**src/rtl/axis_stream_monitor_if.sv**
```systemverilog
// ----------------------------------------------------------------------------
// axis_stream_monitor_if
//
// AXI-stream bundle for one monitored stream.
//
// Handshake: a beat transfers on a rising clk edge where tvalid and tready are
// both high. Once tvalid is raised, the sender holds tvalid, tdata, tkeep and
// tlast stable until that transfer. The receiver may raise or lower tready
// freely unless the receiver-hold rule is being monitored.
//
// Modports:
//   master  : drives tvalid/tdata/tkeep/tlast, observes tready
//   slave   : observes tvalid/tdata/tkeep/tlast, drives tready
//   monitor : observes everything (passive tap)
// ----------------------------------------------------------------------------
interface axis_stream_monitor_if #(
    parameter int BYTES = 4
) ();
    logic                 tvalid;
    logic                 tready;
    logic [8*BYTES-1:0]   tdata;
    logic [BYTES-1:0]     tkeep;
    logic                 tlast;

    modport master  (output tvalid, output tdata, output tkeep, output tlast, input  tready);
    modport slave   (input  tvalid, input  tdata, input  tkeep, input  tlast, output tready);
    modport monitor (input  tvalid, input  tdata, input  tkeep, input  tlast, input  tready);
endinterface

```
**src/rtl/axis_stream_monitor.sv**
```systemverilog
// ----------------------------------------------------------------------------
// axis_stream_monitor
//
// Passive AXI-stream tap. Flags sender-hold, receiver-hold and tkeep
// violations with sticky flags, detects an idle stream, and reports per
// packet the gzip CRC32, the byte count and a running packet count.
//
// Ports:
//   clk, rst           clock, asynchronous active-high reset
//   s                  monitored stream (monitor modport, never driven)
//   err_clear          synchronous clear of the sticky error flags
//   err_sender_hold    sticky: sender changed/dropped signals while stalled
//   err_receiver_hold  sticky: tready dropped after rising without tvalid
//   err_keep           sticky: illegal tkeep on a handshake beat
//   idle               tvalid low for IDLE_TIMEOUT consecutive cycles
//   pkt_done           one-cycle pulse when pkt_crc32/pkt_bytes update
//   pkt_crc32          CRC32 of the last completed packet
//   pkt_bytes          byte count of the last completed packet (saturating)
//   pkt_count          completed packets since reset (wrapping)
// ----------------------------------------------------------------------------
module axis_stream_monitor #(
    parameter int BYTES        = 4,
    parameter int IDLE_TIMEOUT = 100000,
    parameter bit CHK_SENDER   = 1'b1,
    parameter bit CHK_RECEIVER = 1'b0
) (
    input  logic                    clk,
    input  logic                    rst,
    axis_stream_monitor_if.monitor  s,
    input  logic                    err_clear,
    output logic                    err_sender_hold,
    output logic                    err_receiver_hold,
    output logic                    err_keep,
    output logic                    idle,
    output logic                    pkt_done,
    output logic [31:0]             pkt_crc32,
    output logic [31:0]             pkt_bytes,
    output logic [31:0]             pkt_count
);
    localparam int             IW       = $clog2(IDLE_TIMEOUT + 1);
    localparam logic [IW-1:0]  IDLE_MAX = IW'(IDLE_TIMEOUT);
    localparam logic [IW-1:0]  IDLE_ONE = IW'(1);
    localparam logic [BYTES-1:0] KEEP_ONE = BYTES'(1);

    // One byte of reflected CRC32 (poly 0xEDB88320), LSB first.
    function automatic logic [31:0] crc_byte(input logic [31:0] c, input logic [7:0] b);
        logic [31:0] r;
        r = c ^ {24'd0, b};
        for (int k = 0; k < 8; k++) begin
            r = r[0] ? ((r >> 1) ^ 32'hEDB8_8320) : (r >> 1);
        end
        return r;
    endfunction

    logic                 prev_stall_q, prev_stall_d;
    logic [8*BYTES-1:0]   prev_data_q,  prev_data_d;
    logic [BYTES-1:0]     prev_keep_q,  prev_keep_d;
    logic                 prev_last_q,  prev_last_d;
    logic                 prev_rdy_q,   prev_rdy_d;   // tready & ~tvalid last cycle
    logic [31:0]          crc_q,        crc_d;
    logic [31:0]          cnt_q,        cnt_d;
    logic [31:0]          pkt_crc_q,    pkt_crc_d;
    logic [31:0]          pkt_bytes_q,  pkt_bytes_d;
    logic [31:0]          pkt_count_q,  pkt_count_d;
    logic                 pkt_done_q,   pkt_done_d;
    logic                 err_snd_q,    err_snd_d;
    logic                 err_rcv_q,    err_rcv_d;
    logic                 err_keep_q,   err_keep_d;
    logic [IW-1:0]        idle_cnt_q,   idle_cnt_d;

    logic                 fire;
    logic                 sender_viol;
    logic                 recv_viol;
    logic                 keep_viol;
    logic [BYTES-1:0]     keep_inc;
    logic [31:0]          crc_nxt;
    logic [31:0]          n_kept;
    logic [32:0]          cnt_sum;
    logic [31:0]          cnt_nxt;

    always_comb begin
        fire     = s.tvalid & s.tready;
        keep_inc = s.tkeep + KEEP_ONE;

        sender_viol = prev_stall_q & (~s.tvalid | (s.tdata != prev_data_q) |
                                      (s.tkeep != prev_keep_q) | (s.tlast != prev_last_q));
        recv_viol   = prev_rdy_q & ~s.tready;
        // Low-contiguous keep means keep+1 has no bit in common with keep.
        keep_viol   = fire & ((s.tkeep == '0) | ((s.tkeep & keep_inc) != '0) |
                              (~s.tlast & (s.tkeep != '1)));

        // Kept lanes are folded in ascending lane order, even for illegal keeps.
        crc_nxt = crc_q;
        n_kept  = 32'd0;
        for (int i = 0; i < BYTES; i++) begin
            if (s.tkeep[i]) begin
                crc_nxt = crc_byte(crc_nxt, s.tdata[8*i +: 8]);
                n_kept  = n_kept + 32'd1;
            end
        end
        cnt_sum = {1'b0, cnt_q} + {1'b0, n_kept};
        cnt_nxt = cnt_sum[32] ? 32'hFFFF_FFFF : cnt_sum[31:0];

        prev_stall_d = s.tvalid & ~s.tready;
        prev_data_d  = s.tdata;
        prev_keep_d  = s.tkeep;
        prev_last_d  = s.tlast;
        prev_rdy_d   = s.tready & ~s.tvalid;

        crc_d        = crc_q;
        cnt_d        = cnt_q;
        pkt_crc_d    = pkt_crc_q;
        pkt_bytes_d  = pkt_bytes_q;
        pkt_count_d  = pkt_count_q;
        pkt_done_d   = 1'b0;
        if (fire) begin
            if (s.tlast) begin
                pkt_crc_d   = ~crc_nxt;
                pkt_bytes_d = cnt_nxt;
                pkt_count_d = pkt_count_q + 32'd1;
                pkt_done_d  = 1'b1;
                crc_d       = 32'hFFFF_FFFF;
                cnt_d       = 32'd0;
            end else begin
                crc_d       = crc_nxt;
                cnt_d       = cnt_nxt;
            end
        end

        // A new violation wins over a simultaneous clear.
        err_snd_d  = CHK_SENDER   ? (sender_viol | (err_snd_q & ~err_clear)) : 1'b0;
        err_rcv_d  = CHK_RECEIVER ? (recv_viol   | (err_rcv_q & ~err_clear)) : 1'b0;
        err_keep_d = keep_viol | (err_keep_q & ~err_clear);

        if (s.tvalid)                    idle_cnt_d = '0;
        else if (idle_cnt_q == IDLE_MAX) idle_cnt_d = idle_cnt_q;
        else                             idle_cnt_d = idle_cnt_q + IDLE_ONE;
    end

    always_ff @(posedge clk or posedge rst) begin
        if (rst) begin
            prev_stall_q <= 1'b0;
            prev_data_q  <= '0;
            prev_keep_q  <= '0;
            prev_last_q  <= 1'b0;
            prev_rdy_q   <= 1'b0;
            crc_q        <= 32'hFFFF_FFFF;
            cnt_q        <= 32'd0;
            pkt_crc_q    <= 32'd0;
            pkt_bytes_q  <= 32'd0;
            pkt_count_q  <= 32'd0;
            pkt_done_q   <= 1'b0;
            err_snd_q    <= 1'b0;
            err_rcv_q    <= 1'b0;
            err_keep_q   <= 1'b0;
            idle_cnt_q   <= '0;
        end else begin
            prev_stall_q <= prev_stall_d;
            prev_data_q  <= prev_data_d;
            prev_keep_q  <= prev_keep_d;
            prev_last_q  <= prev_last_d;
            prev_rdy_q   <= prev_rdy_d;
            crc_q        <= crc_d;
            cnt_q        <= cnt_d;
            pkt_crc_q    <= pkt_crc_d;
            pkt_bytes_q  <= pkt_bytes_d;
            pkt_count_q  <= pkt_count_d;
            pkt_done_q   <= pkt_done_d;
            err_snd_q    <= err_snd_d;
            err_rcv_q    <= err_rcv_d;
            err_keep_q   <= err_keep_d;
            idle_cnt_q   <= idle_cnt_d;
        end
    end

    assign err_sender_hold   = err_snd_q;
    assign err_receiver_hold = err_rcv_q;
    assign err_keep          = err_keep_q;
    assign idle              = (idle_cnt_q == IDLE_MAX);
    assign pkt_done          = pkt_done_q;
    assign pkt_crc32         = pkt_crc_q;
    assign pkt_bytes         = pkt_bytes_q;
    assign pkt_count         = pkt_count_q;
endmodule
```
**src/flat_wrapper.sv**
```systemverilog
// flat-port wrapper written by rule: the top's interface ports become plain ports
module axis_stream_monitor_flat 
#(
    parameter int BYTES        = 4,
    parameter int IDLE_TIMEOUT = 100000,
    parameter bit CHK_SENDER   = 1'b1,
    parameter bit CHK_RECEIVER = 1'b0
)
  (clk, rst, err_clear, err_sender_hold, err_receiver_hold, err_keep, idle, pkt_done, pkt_crc32, pkt_bytes, pkt_count, s_tvalid, s_tdata, s_tkeep, s_tlast, s_tready);
  axis_stream_monitor_if #(.BYTES(BYTES)) s_i ();
  input  logic clk;
  input  logic rst;
  input  logic err_clear;
  output logic err_sender_hold;
  output logic err_receiver_hold;
  output logic err_keep;
  output logic idle;
  output logic pkt_done;
  output logic [31:0] pkt_crc32;
  output logic [31:0] pkt_bytes;
  output logic [31:0] pkt_count;
  input wire logic [$bits(s_i.tvalid)-1:0] s_tvalid;
  input wire logic [$bits(s_i.tdata)-1:0] s_tdata;
  input wire logic [$bits(s_i.tkeep)-1:0] s_tkeep;
  input wire logic [$bits(s_i.tlast)-1:0] s_tlast;
  input wire logic [$bits(s_i.tready)-1:0] s_tready;
  assign s_i.tvalid = s_tvalid;
  assign s_i.tdata = s_tdata;
  assign s_i.tkeep = s_tkeep;
  assign s_i.tlast = s_tlast;
  assign s_i.tready = s_tready;
  axis_stream_monitor #(.BYTES(BYTES), .IDLE_TIMEOUT(IDLE_TIMEOUT), .CHK_SENDER(CHK_SENDER), .CHK_RECEIVER(CHK_RECEIVER)) u_core (.clk(clk), .rst(rst), .s(s_i), .err_clear(err_clear), .err_sender_hold(err_sender_hold), .err_receiver_hold(err_receiver_hold), .err_keep(err_keep), .idle(idle), .pkt_done(pkt_done), .pkt_crc32(pkt_crc32), .pkt_bytes(pkt_bytes), .pkt_count(pkt_count));
endmodule
```
**config.mk**
```make
export PLATFORM = sky130hd
export DESIGN_NAME = axis_stream_monitor_flat
export DESIGN_NICKNAME = d
export VERILOG_FILES = /design/src/rtl/axis_stream_monitor_if.sv /design/src/rtl/axis_stream_monitor.sv /design/src/flat_wrapper.sv
export SDC_FILE = /design/constraint.sdc
export NUM_CORES = 1
export LEC_CHECK = 0
export ABC_AREA = 1
export CAP_MARGIN = 20
export CELL_PAD_IN_SITES_DETAIL_PLACEMENT = 0
export CELL_PAD_IN_SITES_GLOBAL_PLACEMENT = 1
export CORE_ASPECT_RATIO = 1.75
export CORE_UTILIZATION = 40
export CTS_CLUSTER_DIAMETER = 100
export DETAILED_ROUTE_END_ITERATION = 8
export GPL_TIMING_DRIVEN = 0
export PLACE_DENSITY_LB_ADDON = 0.1
export SYNTH_ARGS = -nofsm -noshare
export SYNTH_HDL_FRONTEND = slang
export SYNTH_SLANG_ARGS = --single-unit
```
**constraint.sdc**
```tcl
create_clock -name clk -period 10.1 [get_ports clk]
set_clock_uncertainty 0.05 [all_clocks]
set_input_delay 2.02 -clock clk [delete_from_list [all_inputs] [get_ports clk]]
set_output_delay 2.02 -clock clk [all_outputs]
set_load 0.05 [all_outputs]
```
# After elaboration in Yosys (flattened, before gate mapping)
# Index checks and enable logic that the tools add are counted.
totals:
  ff_bits: 218
  input_bits: 42
  out_inout_bits: 101
  elab_cells: 132
classes:
  n_addsub: 7
  eq_ne: 6
  n_mux: 47
  n_bitwise: 56
  n_reduce_logical: 3
op_table:
  columns: ["cell", "count"]
  rows:
  - ["$mux W32", 42]
  - ["$not A13 Y14", 32]
  - ["$add A32 B1 Y32 const B", 4]
  - ["$xor A32 B8 Y32", 4]
  - ["$mux W17", 2]
  - ["$add A32 B32 Y33", 1]
  - ["$ne A32 B32 Y1", 1]
  - ["$not A32 Y32", 1]
  - ["$add A17 B1 Y17 const B", 1]
  - ["$eq A17 B17 Y1 const B", 1]
  - ["$and A1 B1 Y1", 7]
  - ["$or A1 B1 Y1", 7]
  - ["$add A4 B1 Y4 const B", 1]
  - ["$and A4 B4 Y4", 1]
  - ["$logic_not A4 Y1", 1]
  - ["$ne A4 B4 Y1", 1]
  - ["$ne A4 B4 Y1 const B", 1]
  - ["$not A1 Y1", 4]
  - ["$reduce_bool A4 Y1", 1]
  - ["$mux W1", 3]
  - ["$ne A2 B1 Y1 const B", 1]
  - ["$reduce_and A2 Y1", 1]
  - ["$ne A1 B1 Y1", 1]

# Logic depth before layout (Yosys ltp)
depth:
  depth_word: 73
  mapped_depth: 38
  depth_no_buf: 38

# Least setup slack after synthesis
# Ideal clock, no wire load.
synth_path:
  kind: "input -> register"
  startpoint: "input port s_tkeep[0]"
  endpoint: "register u_core.cnt_q[31]"
  setup_time_ns: 0.141
  arrival_ns: 6.326
  t_required_ns: 9.909
  slack_ns: 3.583
  stages: 31
  n_path_buf: 3
  cell_sequence: "buf_6 > inv_2 > clkbuf_1 > buf_2 > ha_1 > xor2_1 > ha_1 > nand2_1 > xor2_1 > ha_1 > nand3_1 > nand2_1 > a21oi_1 > nor2_1 > inv_1 > nor2_1 > inv_1 > nor2_1 > inv_1 > nor2_1 > inv_1 > nor3_1 > nand4_1 > nor2_1 > nand4_1 > nor4_2 > nand3_1 > nand2_1 > nand2_1 > nor2_1 > o22ai_1"
synth_between:
  elab_chain_cells: 10
synth_rtl:
  columns: ["element", "line_no", "text"]
  rows:
  - ["from (decl)", "flat_wrapper.sv:24", "input wire logic [$bits(s_i.tkeep)-1:0] s_tkeep;"]
  - ["$mux W1 (*)", "axis_stream_monitor.sv:96", "if (s.tkeep[i]) begin"]
  - ["$add A32 B1 Y32", "axis_stream_monitor.sv:98", "n_kept = n_kept + 32'd1;"]
  - ["$mux W32 (*)", "axis_stream_monitor.sv:96", null]
  - ["$add A32 B1 Y32", "axis_stream_monitor.sv:98", null]
  - ["$mux W32 (*)", "axis_stream_monitor.sv:96", null]
  - ["$add A32 B1 Y32", "axis_stream_monitor.sv:98", null]
  - ["$mux W32 (*)", "axis_stream_monitor.sv:96", null]
  - ["$add A32 B32 Y33 (*)", "axis_stream_monitor.sv:101", "cnt_sum = {1'b0, cnt_q} + {1'b0, n_kept};"]
  - ["$mux W32 (*)", "axis_stream_monitor.sv:102", "cnt_nxt = cnt_sum[32] ? 32'hFFFF_FFFF : cnt_sum[31:0];"]
  - ["$mux W32 (*)", "axis_stream_monitor.sv:117", "if (s.tlast) begin"]
  - ["to (signal assigned)", "axis_stream_monitor.sv:164", "cnt_q <= cnt_d;"]
  - ["to (decl)", "axis_stream_monitor.sv:61", "logic [31:0] cnt_q, cnt_d;"]
# Every way passes the cells marked *; elsewhere a longest branch is shown, timed or not.
# A chain may end at the register's enable or synchronous reset.

# Worst setup path after layout
layout_path:
  startpoint: "input port s_tkeep[1]"
  endpoint: "register u_core.cnt_q[31]"
layout_between:
  elab_chain_cells: 8
layout_rtl:
  columns: ["element", "line_no"]
  rows:
  - ["$mux W32 (*)", "axis_stream_monitor.sv:96"]
  - ["$add A32 B1 Y32", "axis_stream_monitor.sv:98"]
  - ["$mux W32 (*)", "axis_stream_monitor.sv:96"]
  - ["$add A32 B1 Y32", "axis_stream_monitor.sv:98"]
  - ["$mux W32 (*)", "axis_stream_monitor.sv:96"]
  - ["$add A32 B32 Y33 (*)", "axis_stream_monitor.sv:101"]
  - ["$mux W32 (*)", "axis_stream_monitor.sv:102"]
  - ["$mux W32 (*)", "axis_stream_monitor.sv:117"]
# Marked as above.

==> key figures <==
Outcome
  – Result of the run: finished, final reports clean

Critical path
  – CP max FO: 11
  – CP dominant cell by count: nor2_1
  – Startpoint types: input pin
  – Slowest stage delay, CP: approximately 0.7 ns
  – FF-to-FF setup slack: roughly 5.3 ns
  – Req. time, crit path: roughly 10 ns
  – Critical-path top delay cell: clkdlybuf4s50_1
  – Critical path class: in2reg
  – Crit end category: flop
  – Critical Path AT: between 8 and 9 ns

Global route
  – First-pass GRT wire length: a little over 100000 um
  – Global Route Usage Sum: between 30 and 40%
  – Number of global-route vias before repair: roughly 17000
  – Antenna violations before repair: 0
  – Congestion Overflow GR: 0
  – Largest net degree at the start of global routing: about 120

Synthesis
  – Mean Syn Cell Area: slightly below 7 um2
  – Synth top area share: around 28%
  – Area contributors post-synth: dfrtp_1 28%, nand2_1 19%, nand3_1 8.2%, xor2_1 7.1%, dfstp_2 5.0%
  – Top_reg_cell synth: dfrtp_1
  – Seq cells post-synth: approximately 220
  – Share of the yosys chip area belonging to registers: 32.95%
  – Count leader, synth: nand2_1
  – Synthesized area: roughly 17000 um2
  – Synth cell types: 60
  – EDFF count, synth: 0
  – Cells after synthesis: roughly 2400
  – Top cells by count, synth: 823 x nand2_1, 273 x nand3_1, 221 x inv_1
  – Synth async-reset ratio: between 90% and 100%
  – Warnings, synthesis: 0
  – Cell taking the most area after synthesis: dfrtp_1

Worst hold path
  – Worst min-delay path category: reg2reg

Clocking
  – CTS buffer count: 25
  – Post-cts sizing count: 0
  – Number of clock sinks: about 220
  – Root buffer cell: clkbuf_16
  – Post-CTS Hold Buffers: 0
  – H-tree depth: 1
  – Clock latency on the worst-skew pair: ~0.56 ns
  – Setup Buffers After CTS: 0
  – Clock Path Buffers: 3
  – Clock transition at the registers of the reported paths: ~0.07 ns
  – CTS tree: built

Timing
  – F_max: around 130 MHz
  – Final hold viol count: 0
  – Normalized max-slew margin: about 29%
  – Hold WS: 0.4143 ns
  – Unrepaired setup endpoints after global routing: false
  – Final Setup Violations: 0
  – Fin crit share: about 79%
  – Fin. max-slew vios: 0
  – Fin crit period: 7.992 ns
  – Slew @ Worst Pin: roughly 1.1 ns

Routing
  – Per-cell routed wire length: between 20 and 25 um
  – Final ANT Viol Nets: 0
  – Final WL: between 60000 and 70000 um
  – Via count: 16495
  – TritonRoute pass-1 iters: 5
  – Starting DRC count in detailed routing: roughly 1100
  – Via density: ~5.3
  – # DRC: 0

Finish
  – FILL cells: approximately 4300
  – Syn-to-layout area delta: 17.91%
  – Fin util: about half
  – Area of the multi-input gates: between 9000 and 10000 um2
  – Layout cell share with drive strength beyond 1: between 10% and 20%
  – Finished Cell Area: roughly 20000 um2
  – Final nets: 2622
  – Sequential standard cell area: between 5000 and 6000 um2

Floorplanning
  – Initial Util: roughly 41%
  – Die area: 42550 um2
  – Core ar.: 40950 um2
  – Die Width: 156.4 um
  – IO Count: around 140
  – Num rows: 98
  – Die H: about 270 um

Pwr
  – Power per cell area: 331.7 nW/um2
  – Maximum VDD drop: roughly 0.19 mV
  – Total power: roughly 6.5 mW
  – Lkg Pwr: just under 10 nW

Run
  – # Max-Cap Violations: 0

Place
  – Dpl cell area: 18830 um2
  – I/O Buffers: roughly 140
  – GP Congestion: approximately 0.96
  – Post-DP HPWL: roughly 55000 um
-- routing by layer --
layer / global-route usage, % / wire (um) / part of all wire (%)
met1: 33.39 / 23720 / 35
met2: 57.88 / 33640 / 50
met3: 3.675 / 3100 / 4.6
met4: 26.39 / 6629 / 9.9
met5: 0 / 0 / 0
-- registers in the layout, indices dropped and copies added (netlist names) --
name and count:
u_core.cnt_q 32, u_core.prev_data_q 32, u_core.crc_q 32, u_core.pkt_done 1, u_core.pkt_crc32 32, u_core.pkt_count 32
u_core.idle_cnt_q 17, u_core.pkt_bytes 32, u_core.err_sender_hold 1, u_core.prev_stall_q 1, u_core.err_keep 1, u_core.prev_keep_q 4
u_core.prev_last_q 1
-- placed cells by master (no fill, tap or decap), types with 4 or more instances in the layout --
| cell type | instances |
|---|---|
| dfrtp_1 | 186 |
| nor2_2 | 4 |
| o211ai_1 | 6 |
| inv_1 | 220 |
| o21ai_1 | 15 |
| o22ai_1 | 28 |
| clkbuf_16 | 25 |
| clkinv_2 | 4 |
| nand3_2 | 42 |
| nand2_1 | 823 |
| nand3_1 | 273 |
| nand2_2 | 108 |
| o21ai_0 | 96 |
| nor4_1 | 13 |
| buf_6 | 5 |
| or2_2 | 7 |
| xnor2_1 | 25 |
| nand2_4 | 36 |
| nor3_1 | 25 |
| inv_2 | 20 |
| xor2_1 | 136 |
| clkbuf_1 | 31 |
| xor2_2 | 4 |
| a21oi_1 | 47 |
| nand4_1 | 22 |
| bufinv_16 | 4 |
| dfstp_2 | 32 |
| ha_1 | 12 |
| buf_2 | 7 |
| a31oi_1 | 5 |
| clkdlybuf4s50_1 | 141 |
| nor2_1 | 104 |
| clkbuf_8 | 14 |
-- cells by family (layout without fill, tap and decap cells) --
family / after synthesis / count (layout) / synth area share [%]
AOI/OAI and AO/OA: 220 / 220 / 7.456
xor gates and xnor gates: 166 / 166 / 8.942
adders and majority gates: 13 / 13 / 1.020
buffers and inverters: 304 / 488 / 8.056
DFF: 218 / 218 / 32.95
muxes: 1 / 1 / 0.06001
other: 1 / 3 / 0.02248
and+or+nand+nor: 1473 / 1473 / 41.50
-- final timing paths --
check	start	end	cells after the start
setup reg to reg	u_core.crc_q[5]	u_core.crc_q[2]	27
hold / removal	u_core.pkt_count[31]	u_core.pkt_count[31]	1
max in group asynchronous	rst	u_core.pkt_crc32[1]	3
hold reg to reg	u_core.pkt_count[31]	u_core.pkt_count[31]	1
setup / recovery	s_tkeep[1]	u_core.cnt_q[31]	31
min in group asynchronous	rst	u_core.pkt_bytes[24]	2
-- final cells by class --
type                       count  area share, %
sequential                   218          27.94
antenna                        1        0.01272
inverter                     243          4.689
buffer                        61          2.182
timing repair buffer         143          7.355
tap                          550          3.499
clock buffer                  26          3.200
multi-input combinational   1875          50.09
clock inverter                15          1.031
-- critical path, delay by kind of cell --
| kind | cells | cell delay [ns] |
|---|---|---|
| simple gates | 16 | 2.80 |
| buf+inv | 8 | 1.99 |
| fa+ha+maj | 3 | 0.90 |
| xor+xnor | 2 | 0.44 |
| compound gates | 2 | 0.15 |
-- through the flow --
| step | worst slack (ns) | setup TNS, ns | std cells |
|---|---|---|---|
| finish | 2.108 | 0 | 3132 |
| floorplan | 2.119 | 0 | 2397 |
| global placement | -0.8992 | -160.16 | 3088 |
| global route | 1.322 | 0 | 3131 |
| CTS | 2.093 | 0 | 3131 |
| detailed placement | 1.550 | 0 | 3090 |
-- power by group --
part | internal [mW] | switching, mW | total (mW)
combinational | 1.27 | 3.08 | 4.35
sequential | 1.06 | 0.146 | 1.21
clock | 0.558 | 0.405 | 0.963
Note: power is estimated with default switching activity, not from simulation.
